**config.mk**
```make
export PLATFORM = sky130hd
export DESIGN_NAME = matvec3_part2
export DESIGN_NICKNAME = d
export VERILOG_FILES = /design/src/rtl/matvec3_pkg.sv /design/src/rtl/matvec3_mac.sv /design/src/rtl/matvec3_part2.sv
export SDC_FILE = /design/constraint.sdc
export NUM_CORES = 1
export LEC_CHECK = 0
export BUFFER_PORTS_ARGS = -buffer_cell sky130_fd_sc_hd__buf_2
export CORE_ASPECT_RATIO = 0.75
export CORE_MARGIN = 2
export CORE_UTILIZATION = 43
export DETAILED_ROUTE_END_ITERATION = 8
export GPL_TIMING_DRIVEN = 0
export SYNTH_ARGS = -nofsm -noshare
export SYNTH_HDL_FRONTEND = slang
export SYNTH_SLANG_ARGS = --single-unit
```
**constraint.sdc**
```tcl
create_clock -name clk -period 11.35 [get_ports clk]
set_clock_uncertainty 0.15 [all_clocks]
set_input_delay 1.7025 -clock clk [delete_from_list [all_inputs] [get_ports clk]]
set_output_delay 1.7025 -clock clk [all_outputs]
set_load 0.01 [all_outputs]
```
**src/rtl/matvec3_pkg.sv**
```systemverilog
// matvec3_pkg: shared widths, FSM state encoding and matrix index helper
// for the streaming 3x3 matrix-vector multiplier.
//   IN_W  : input word width (signed)
//   OUT_W : result width (signed, wraps on overflow)
//   N     : matrix/vector dimension
package matvec3_pkg;

  localparam int IN_W  = 14;
  localparam int OUT_W = 28;
  localparam int N     = 3;

  typedef enum logic [1:0] {
    LOAD    = 2'd0,
    COMPUTE = 2'd1,
    OUTPUT  = 2'd2
  } state_e;

  // Row-major flat index of M[row][col] (3*row + col).
  function automatic logic [3:0] mat_idx(input logic [1:0] row, input logic [1:0] col);
    return (4'd3 * {2'b00, row}) + {2'b00, col};
  endfunction

endpackage

```
**src/rtl/matvec3_mac.sv**
```systemverilog
// matvec3_mac: 14x14 signed multiply with a 28-bit wrapping accumulator.
// Ports:
//   clk, reset : rising-edge clock, synchronous active-high reset
//   en         : update the accumulator with sum this cycle
//   clear      : start a new dot product (ignore the stored accumulator)
//   a, b       : signed operands
//   sum        : combinational next accumulator value
module matvec3_mac
  import matvec3_pkg::*;
(
  input  logic                    clk,
  input  logic                    reset,
  input  logic                    en,
  input  logic                    clear,
  input  logic signed [IN_W-1:0]  a,
  input  logic signed [IN_W-1:0]  b,
  output logic        [OUT_W-1:0] sum
);

  logic signed [OUT_W-1:0] prod_s;
  logic        [OUT_W-1:0] acc_r;

  // Both operands are signed, so they are sign-extended to the full product width.
  assign prod_s = a * b;

  // Next accumulator value: clear restarts from zero; carries out of bit 27 are dropped.
  always_comb begin
    sum = {OUT_W{1'b0}};
    if (clear) begin
      sum = prod_s;
    end else begin
      sum = acc_r + prod_s;
    end
  end

  // Accumulator register.
  always_ff @(posedge clk) begin
    if (reset) begin
      acc_r <= {OUT_W{1'b0}};
    end else if (en) begin
      acc_r <= sum;
    end
  end

endmodule

```
**src/rtl/matvec3_part2.sv**
```systemverilog
// matvec3_part2: streaming 3x3 signed matrix x 3-vector multiplier with a
// stored, reusable matrix.
// Ports:
//   clk, reset    : rising-edge clock, synchronous active-high reset
//   input_valid   : producer offers input_data/new_matrix
//   input_ready   : block accepts a word (LOAD state, not in reset)
//   input_data    : signed 14-bit word
//   new_matrix    : on the first word of a group, 1 = 9 matrix words then 3 vector words
//   output_valid  : output_data holds y[k]
//   output_ready  : consumer accepts y[k]
//   output_data   : signed 28-bit result, emitted y[0], y[1], y[2]
module matvec3_part2
  import matvec3_pkg::*;
(
  input  logic             clk,
  input  logic             reset,
  input  logic             input_valid,
  output logic             input_ready,
  input  logic [IN_W-1:0]  input_data,
  input  logic             new_matrix,
  output logic             output_valid,
  input  logic             output_ready,
  output logic [OUT_W-1:0] output_data
);

  state_e                  state_r;
  logic        [3:0]       word_cnt_r;
  logic        [1:0]       k_r;
  logic        [1:0]       c_r;
  logic signed [IN_W-1:0]  m_r [0:N*N-1];
  logic signed [IN_W-1:0]  x_r [0:N-1];
  logic                    output_valid_r;
  logic        [OUT_W-1:0] output_data_r;

  logic                    in_fire_s;
  logic                    out_fire_s;
  logic        [3:0]       eff_idx_s;
  logic signed [IN_W-1:0]  mac_a_s;
  logic signed [IN_W-1:0]  mac_b_s;
  logic                    mac_en_s;
  logic                    mac_clear_s;
  logic        [OUT_W-1:0] mac_sum_s;

  assign input_ready  = (state_r == LOAD) && !reset;
  assign in_fire_s    = input_valid && input_ready;
  assign out_fire_s   = output_valid_r && output_ready;
  assign output_valid = output_valid_r;
  assign output_data  = output_data_r;

  // Slot of the current word in a 12-word frame (0-8 matrix, 9-11 vector).
  // A vector-only group starts directly at slot 9, so one counter serves both group types.
  always_comb begin
    eff_idx_s = word_cnt_r;
    if ((word_cnt_r == 4'd0) && !new_matrix) begin
      eff_idx_s = 4'd9;
    end else begin
      eff_idx_s = word_cnt_r;
    end
  end

  // MAC operand selection for term M[k][c] * x[c].
  always_comb begin
    mac_a_s = m_r[mat_idx(k_r, c_r)];
    case (c_r)
      2'd0:    mac_b_s = x_r[0];
      2'd1:    mac_b_s = x_r[1];
      default: mac_b_s = x_r[2];
    endcase
  end

  assign mac_en_s    = (state_r == COMPUTE);
  assign mac_clear_s = (c_r == 2'd0);

  matvec3_mac u_mac (
    .clk   (clk),
    .reset (reset),
    .en    (mac_en_s),
    .clear (mac_clear_s),
    .a     (mac_a_s),
    .b     (mac_b_s),
    .sum   (mac_sum_s)
  );

  // Matrix and vector register files, written on each accepted word.
  always_ff @(posedge clk) begin
    if (reset) begin
      for (int i = 0; i < N*N; i++) begin
        m_r[i] <= {IN_W{1'b0}};
      end
      for (int i = 0; i < N; i++) begin
        x_r[i] <= {IN_W{1'b0}};
      end
    end else if (in_fire_s) begin
      case (eff_idx_s)
        4'd9:    x_r[0] <= input_data;
        4'd10:   x_r[1] <= input_data;
        4'd11:   x_r[2] <= input_data;
        default: begin
          if (eff_idx_s < 4'd9) begin
            m_r[eff_idx_s] <= input_data;
          end
        end
      endcase
    end
  end

  // Control FSM: word counter, row/column counters and registered output.
  always_ff @(posedge clk) begin
    if (reset) begin
      state_r        <= LOAD;
      word_cnt_r     <= 4'd0;
      k_r            <= 2'd0;
      c_r            <= 2'd0;
      output_valid_r <= 1'b0;
      output_data_r  <= {OUT_W{1'b0}};
    end else begin
      case (state_r)
        LOAD: begin
          if (in_fire_s) begin
            if (eff_idx_s == 4'd11) begin
              state_r    <= COMPUTE;
              word_cnt_r <= 4'd0;
              k_r        <= 2'd0;
              c_r        <= 2'd0;
            end else begin
              word_cnt_r <= eff_idx_s + 4'd1;
            end
          end
        end
        COMPUTE: begin
          if (c_r == 2'd2) begin
            state_r        <= OUTPUT;
            c_r            <= 2'd0;
            output_valid_r <= 1'b1;
            output_data_r  <= mac_sum_s;
          end else begin
            c_r <= c_r + 2'd1;
          end
        end
        OUTPUT: begin
          if (out_fire_s) begin
            output_valid_r <= 1'b0;
            if (k_r == 2'd2) begin
              state_r    <= LOAD;
              k_r        <= 2'd0;
              word_cnt_r <= 4'd0;
            end else begin
              state_r <= COMPUTE;
              k_r     <= k_r + 2'd1;
            end
          end
        end
        default: begin
          state_r <= LOAD;
        end
      endcase
    end
  end

endmodule

```
# ---- Word level (Yosys, flattened, before mapping)
# Memories as Yosys holds them, arrays and structs flattened.
# Cells that the tools add are included.
dict set report op_classes {
  add_sub_neg 5
  n_mul 2
  order_cmp 1
  n_eq_ne 13
  muxes 49
  n_bitwise 3
  n_reduce_logical 20
}
# cell count
set op_table {}
lappend op_table {{$mux 14} 4}
lappend op_table {{$add 28x28->28} 1}
lappend op_table {{$mul 14x14->28} 1}
lappend op_table {{$mux 28} 1}
lappend op_table {{$pmux 14 s2} 1}
lappend op_table {{$mux 4} 6}
lappend op_table {{$mux 1} 23}
lappend op_table {{$mux 2} 9}
lappend op_table {{$reduce_or 14->1} 1}
lappend op_table {{$eq 4x4->1 const B} 3}
lappend op_table {{$reduce_and 4->1} 3}
lappend op_table {{$pmux 2 s2} 2}
lappend op_table {{$pmux 4 s2} 1}
lappend op_table {{$eq 2x2->1 const B} 3}
lappend op_table {{$ne 2x2->1 const B} 3}
lappend op_table {{$pmux 2 s3} 1}
lappend op_table {{$reduce_and 3->1} 2}
lappend op_table {{$reduce_bool 2->1} 3}
lappend op_table {{$add 2x1->2 const B} 2}
lappend op_table {{$add 4x1->4 const B} 1}
lappend op_table {{$add 4x2->4} 1}
lappend op_table {{$eq 2x1->1 const B} 2}
lappend op_table {{$logic_and 1x1->1} 4}
lappend op_table {{$logic_not 2->1} 2}
lappend op_table {{9 further kinds} 13}
dict set report word_totals {
  reg_bits 67
  mem_bits_rw 168
  input_bits 19
  wordCells 102
  memories 2
}
# memory depth width rd rd_clocked_by_memory_dff write_ports line
set mem_list {}
lappend mem_list {m_r 9 14 1 0 9 matvec3_part2.sv:30} ;# logic signed [IN_W-1:0] m_r [0:N*N-1];
lappend mem_list {x_r 3 14 3 0 3 matvec3_part2.sv:31} ;# logic signed [IN_W-1:0] x_r [0:N-1];

# ---- Logic depth before layout (Yosys ltp)
dict set report depth {
  word_depth 11
  depth_mapped 47
}

# ---- By module
# A second synthesis with hierarchy kept.
dict set report hier_totals {
  cells_unflattened 2020
  area_unflattened_um2 23105.9
}
# module n_inst cells_per_inst area_per_inst_um2
set modules_own_cells {}
lappend modules_own_cells {matvec3_part2 1 828 12751.0}
lappend modules_own_cells {matvec3_mac 1 1192 10354.9}

# ---- Least setup slack after synthesis
# OpenSTA, ideal clock, no wires.
dict set report synth_path {
  kind {reg-to-reg}
  start {reg c_r[1]}
  end {reg output_data_r[27] (netlist: output_data[27])}
  t_arrival_ns 10.127
  required_time_ns 11.074
  slack_ns 0.947
  path_stages_with_launch 44
  period_less_slack_ns 10.403
  path_cell_list {dfxtp_1 > clkbuf_1 > inv_1 > fa_1 > inv_1 > ha_1 > buf_2 > buf_2 > clkbuf_1 > mux4_2 > mux2_2 > o21ai_1 > nor2_1 > fa_1 > inv_1 > fa_1 > inv_1 > fa_1 > [8 not listed] > a211oi_2 > and2_1 > a21o_1 > a21oi_1 > nor2b_1 > o21a_1 > nor2_1 > xnor2_1 > ha_1 > a21oi_1 > o211ai_2 > a32o_1 > nor3_4 > a21oi_4 > a221o_1 > xnor3_1 > o21ai_1 > nor2b_1}
}
dict set report synth_between {
  elab_chain_len 5
  word_cells_on_any_way 10
  classes_between {add/sub: 2; mul: 1; eq/ne: 2; mux: 2; reduce/logical: 2; memory: 1}
}
# element line
set synth_rtl {}
lappend synth_rtl {{start: declaration} matvec3_part2.sv:29} ;# logic [1:0] c_r;
lappend synth_rtl {{start signal: assignment} matvec3_part2.sv:137} ;# c_r <= c_r + 2'd1;
lappend synth_rtl {{$add 4x2->4, or another cell as far along} matvec3_pkg.sv:20} ;# return (4'd3 * {2'b00, row}) + {2'b00, col};
lappend synth_rtl {{$mem_v2 9x14 / $pmux 14 s2 (equally long branches)} --}
lappend synth_rtl {{$mul 14x14->28} matvec3_mac.sv:24} ;# assign prod_s = a * b;
lappend synth_rtl {{$add 28x28->28} matvec3_mac.sv:32} ;# sum = acc_r + prod_s;
lappend synth_rtl {{$mux 28} matvec3_mac.sv:29} ;# if (clear) begin
lappend synth_rtl {{end signal: assignment} matvec3_part2.sv:115} ;# output_data_r <= {OUT_W{1'b0}};
lappend synth_rtl {{end signal: assignment} matvec3_part2.sv:135} ;# output_data_r <= mac_sum_s;
lappend synth_rtl {{end: declaration} matvec3_part2.sv:33} ;# logic [OUT_W-1:0] output_data_r;
# Several ways; a longest one is shown, not always the timed one.
# A chain may end at the register's enable or synchronous reset.

# ---- Worst setup path after layout
dict set report layout_path {
  start {reg k_r[0]}
  end {reg u_mac.acc_r[27]}
}
dict set report layout_between {
  elab_chain_len 6
}
# element line
set layout_rtl {}
lappend layout_rtl {{start: declaration} matvec3_part2.sv:28} ;# logic [1:0] k_r;
lappend layout_rtl {{start signal: assignment} matvec3_part2.sv:149} ;# k_r <= k_r + 2'd1;
lappend layout_rtl {{$mul 2x2->4 (*)} matvec3_pkg.sv:20}
lappend layout_rtl {{$add 4x2->4 (*)} matvec3_pkg.sv:20}
lappend layout_rtl {{$mem_v2 9x14 (*)} --}
lappend layout_rtl {{$mul 14x14->28 (*)} matvec3_mac.sv:24}
lappend layout_rtl {{$add 28x28->28} matvec3_mac.sv:32}
lappend layout_rtl {{$mux 28 (*)} matvec3_mac.sv:29}
lappend layout_rtl {{end signal: assignment} matvec3_mac.sv:39} ;# acc_r <= {OUT_W{1'b0}};
lappend layout_rtl {{end signal: assignment} matvec3_mac.sv:41} ;# acc_r <= sum;
lappend layout_rtl {{end: declaration} matvec3_mac.sv:21} ;# logic [OUT_W-1:0] acc_r;
# Every way passes the cells marked *; elsewhere a longest branch is shown, timed or not.

==> qor.yml <==
crit_buf_inv: 9
tns_ns: 0
maxCapViolations: 0
fin_nets: 2512
crit_fanout: 10
power.density_nw_per_um2: 209
grt_pass1_wl_um: 89600
dr.pass1.iters: 5
drtIter0Drc: 997
n_fill_cell: 4778
cts_hold_buffers: 0
holdPathEnd: "output_data[18]$_SDFFE_PP0P_"
port_buffers: 48
ys_seq_area_share_pct: 40.7
place_hpwl_um: 43700
boundaryPins: 49
final_max_slew_viol_count: 0
place_ws_ns: -1.10
grt_max_degree: 18
core.rowCount: 73
irDropWorstVdd_mv: 0.211
fin_crit_ns: 10.91
p_total_mw: 5.37
hold_viol_final: 0
routabilityCongestion: 0.915
drive_gt1_share_pct: 11.8
end_kind: "flip-flop"
grtUsageTotal_pct: 21.1
fin_hold_ws_ns: 0.294
design_area_um2: 25700
status: "finished, final reports clean"
top_layer_used: "met4"
syn_area_per_cell_um2: 11.4
hp-start: "output_data[18]$_SDFFE_PP0P_"
cts.sinks: 333
fp.dieW_um: 271
ys.flop_type: "edfxtp_1"
grt_pass1_vias: 15700
wirelength_um: 57200
dieHeight_um: 204
drc: 0
clk_pin_slew_ns: 0.06
fin_util_pct: 48.6
start_util_pct: 43.4
crit_arrival_ns: 11.22
overflow: 0
ys_ff_latch: 333
finalCritPeriodShare_pct: 96.1
ys_top_cells_by_area: "edfxtp_1, fa_1, dfxtp_1"
synth_edf_count: 266
r2r-start: "k_r[0]$_SDFFE_PP0P_"
place_inst: 2865
antenna_left: 0
worstHoldPathCells: 2
async_reset_ff_share_pct: 0
criticalPathCategory: "reg2reg"
root_buffer: "clkbuf_16"
cts_buffers: 35
netlist_instances: 2008
antenna_found_initial: 0
wl_met3_um: 3770
dieArea_um2: 55200
slowest_stage: "fa_1"
yosys_warnings: 0
startpoint_type: "flip-flop"
tightest_slew_ns: 0.975
clk_latency_ns: 0.54
synth_area_um2: 22900
vias_per_cell: 5.22
yosys.area.top_type: "edfxtp_1"
cts_tree: "yes"
max_freq_mhz: 91.7
setup_viol: 0
critPathMaxStageDelay_ns: 0.56
num_vias: 15300
areaGrowthSynthToFinish_pct: 12.0
leakage_nw: 10.8
clockBufferDepth: 3
wl_met1_um: 26200
r2r_cells: 43
cp_data_required_time_ns: 11.66
place_area_um2: 24400
crit_family: "adder cells"
hold_path_class: "reg2reg"
setup_slack_ns: 0.442
wire_per_inst_um: 19.6
core_um2: 52900
instances_no_fill: 2927
yosysTopAreaCellShare_pct: 34.8
reg2reg_to: "u_mac.acc_r[27]$_SDFFE_PP0P_"
relSlewSlack_pct: 34.5
cts_max_level: 2
antennaDiodeCount: 0
r2r_slack_ns: 0.44
yosysUniqueCellTypes: 76
wl_met2_um: 26300
==> worst min-delay path: cells and delay by family (launching register included) <==
kind             cells  cell delay, ns
flip-flops           1            0.30
AND/OR/NAND/NOR      1            0.05
AO/OA/AOI/OAI        1            0.05
==> sequential cells by signal, indices dropped and copies added, names as in the netlist <==
| name | cells |
|---|---|
| m_r | 224 |
| u_mac.acc_r | 28 |
| output_valid | 1 |
| c_r | 2 |
| k_r | 2 |
| state_r | 2 |
| x_r | 42 |
| output_data | 28 |
| word_cnt_r | 4 |
==> repair_timing <==
action / CTS / global route
buffers inserted: 0 / 3
endpoints found under the hold margin: 0 / 0
gates resized for setup: 30 / 38
endpoints found under the setup margin: 22 / 14
pin swaps: 0 / 3
==> layer usage <==
layer / global-route usage, % / vias up
li1: - / 7126
met1: 29.7 / 7630
met2: 34.1 / 449
met3: 4.06 / 79
met4: 4.26 / 0
met5: 0 / -
==> kinds of logic after synthesis <==
kind of cell    Yosys count  synth area share [%]
compound gates          261                  7.59
mux                      98                  7.55
other cells               1                0.0163
flops                   333                  40.7
xor+xnor                 54                  2.12
buf+inv                 334                  5.65
fa+ha+maj               303                  23.0
simple gates            624                  13.4
==> cell usage after synthesis, drive strengths merged (4+ instances only) <==
cell / count
edfxtp: 266
inv: 241
fa: 198
nor2: 190
nand2: 145
ha: 105
and2: 95
a21oi: 78
clkbuf: 70
dfxtp: 67
and3: 65
mux4: 59
o21ai: 57
xnor2: 41
a211oi: 37
nand2b: 29
mux2i: 28
a21o: 27
nor2b: 25
buf: 22
nor3: 21
nand3: 20
o21a: 17
xor2: 12
mux2: 11
or2: 9
o21bai: 7
a31oi: 5
o211ai: 5
or3: 5
nor4: 4
==> cell type report <==
class                      count  area, um2  area share, %
clock inverter                19        144          0.560
buffer                        89        434           1.69
inverter                     242        908           3.53
sequential                   333       9330           36.3
tap                          712        891           3.47
multi-input combinational   1438      12800           49.9
clock buffer                  43        916           3.56
timing repair buffer          51        263           1.02
==> report_power, final <==
part	internal [mW]	leakage [nW]	switching (mW)	total (mW)
Sequential	1.38	3.24	0.0144	1.39
Clock	0.584	0.510	0.499	1.08
Combinational	1.12	7.04	1.77	2.89
Total	3.08	10.8	2.28	5.37
==> layout by cell type, fill, tap and decap left out, types with 11 or more instances in the layout <==
master	Yosys	routed
a211oi_1	36	36
a21o_1	27	27
a21oi_1	71	68
and2_1	95	95
and3_1	63	63
buf_2	13	57
clkbuf_1	69	63
clkbuf_16	0	35
conb_1	1	98
dfxtp_1	67	65
edfxtp_1	266	266
fa_1	198	195
ha_1	105	102
inv_1	241	241
mux2_2	11	11
mux2i_1	28	22
mux4_2	59	59
nand2_1	144	144
nand2b_1	29	29
nand3_1	20	20
nor2_1	189	189
nor2b_1	25	25
nor3_1	19	19
o21a_1	17	16
o21ai_0	35	33
o21ai_1	20	15
xnor2_1	41	40
xor2_1	12	12
==> worst max-delay path by stage <==
stage	cells after the start	start	endpoint	slack, ns
global route	42	k_r[0]$_SDFFE_PP0P_	u_mac.acc_r[27]$_SDFFE_PP0P_	-0.02
finish	43	k_r[0]$_SDFFE_PP0P_	u_mac.acc_r[27]$_SDFFE_PP0P_	0.44
global placement	43	c_r[1]$_SDFFE_PP0P_	u_mac.acc_r[27]$_SDFFE_PP0P_	-0.95
floorplan	43	c_r[1]$_SDFFE_PP0P_	output_data[27]$_SDFFE_PP0P_	0.95
detailed placement	43	c_r[1]$_SDFFE_PP0P_	u_mac.acc_r[27]$_SDFFE_PP0P_	-1.10
CTS	43	k_r[1]$_SDFFE_PP0P_	u_mac.acc_r[27]$_SDFFE_PP0P_	0.002
(Power assumes the default switching activity.)
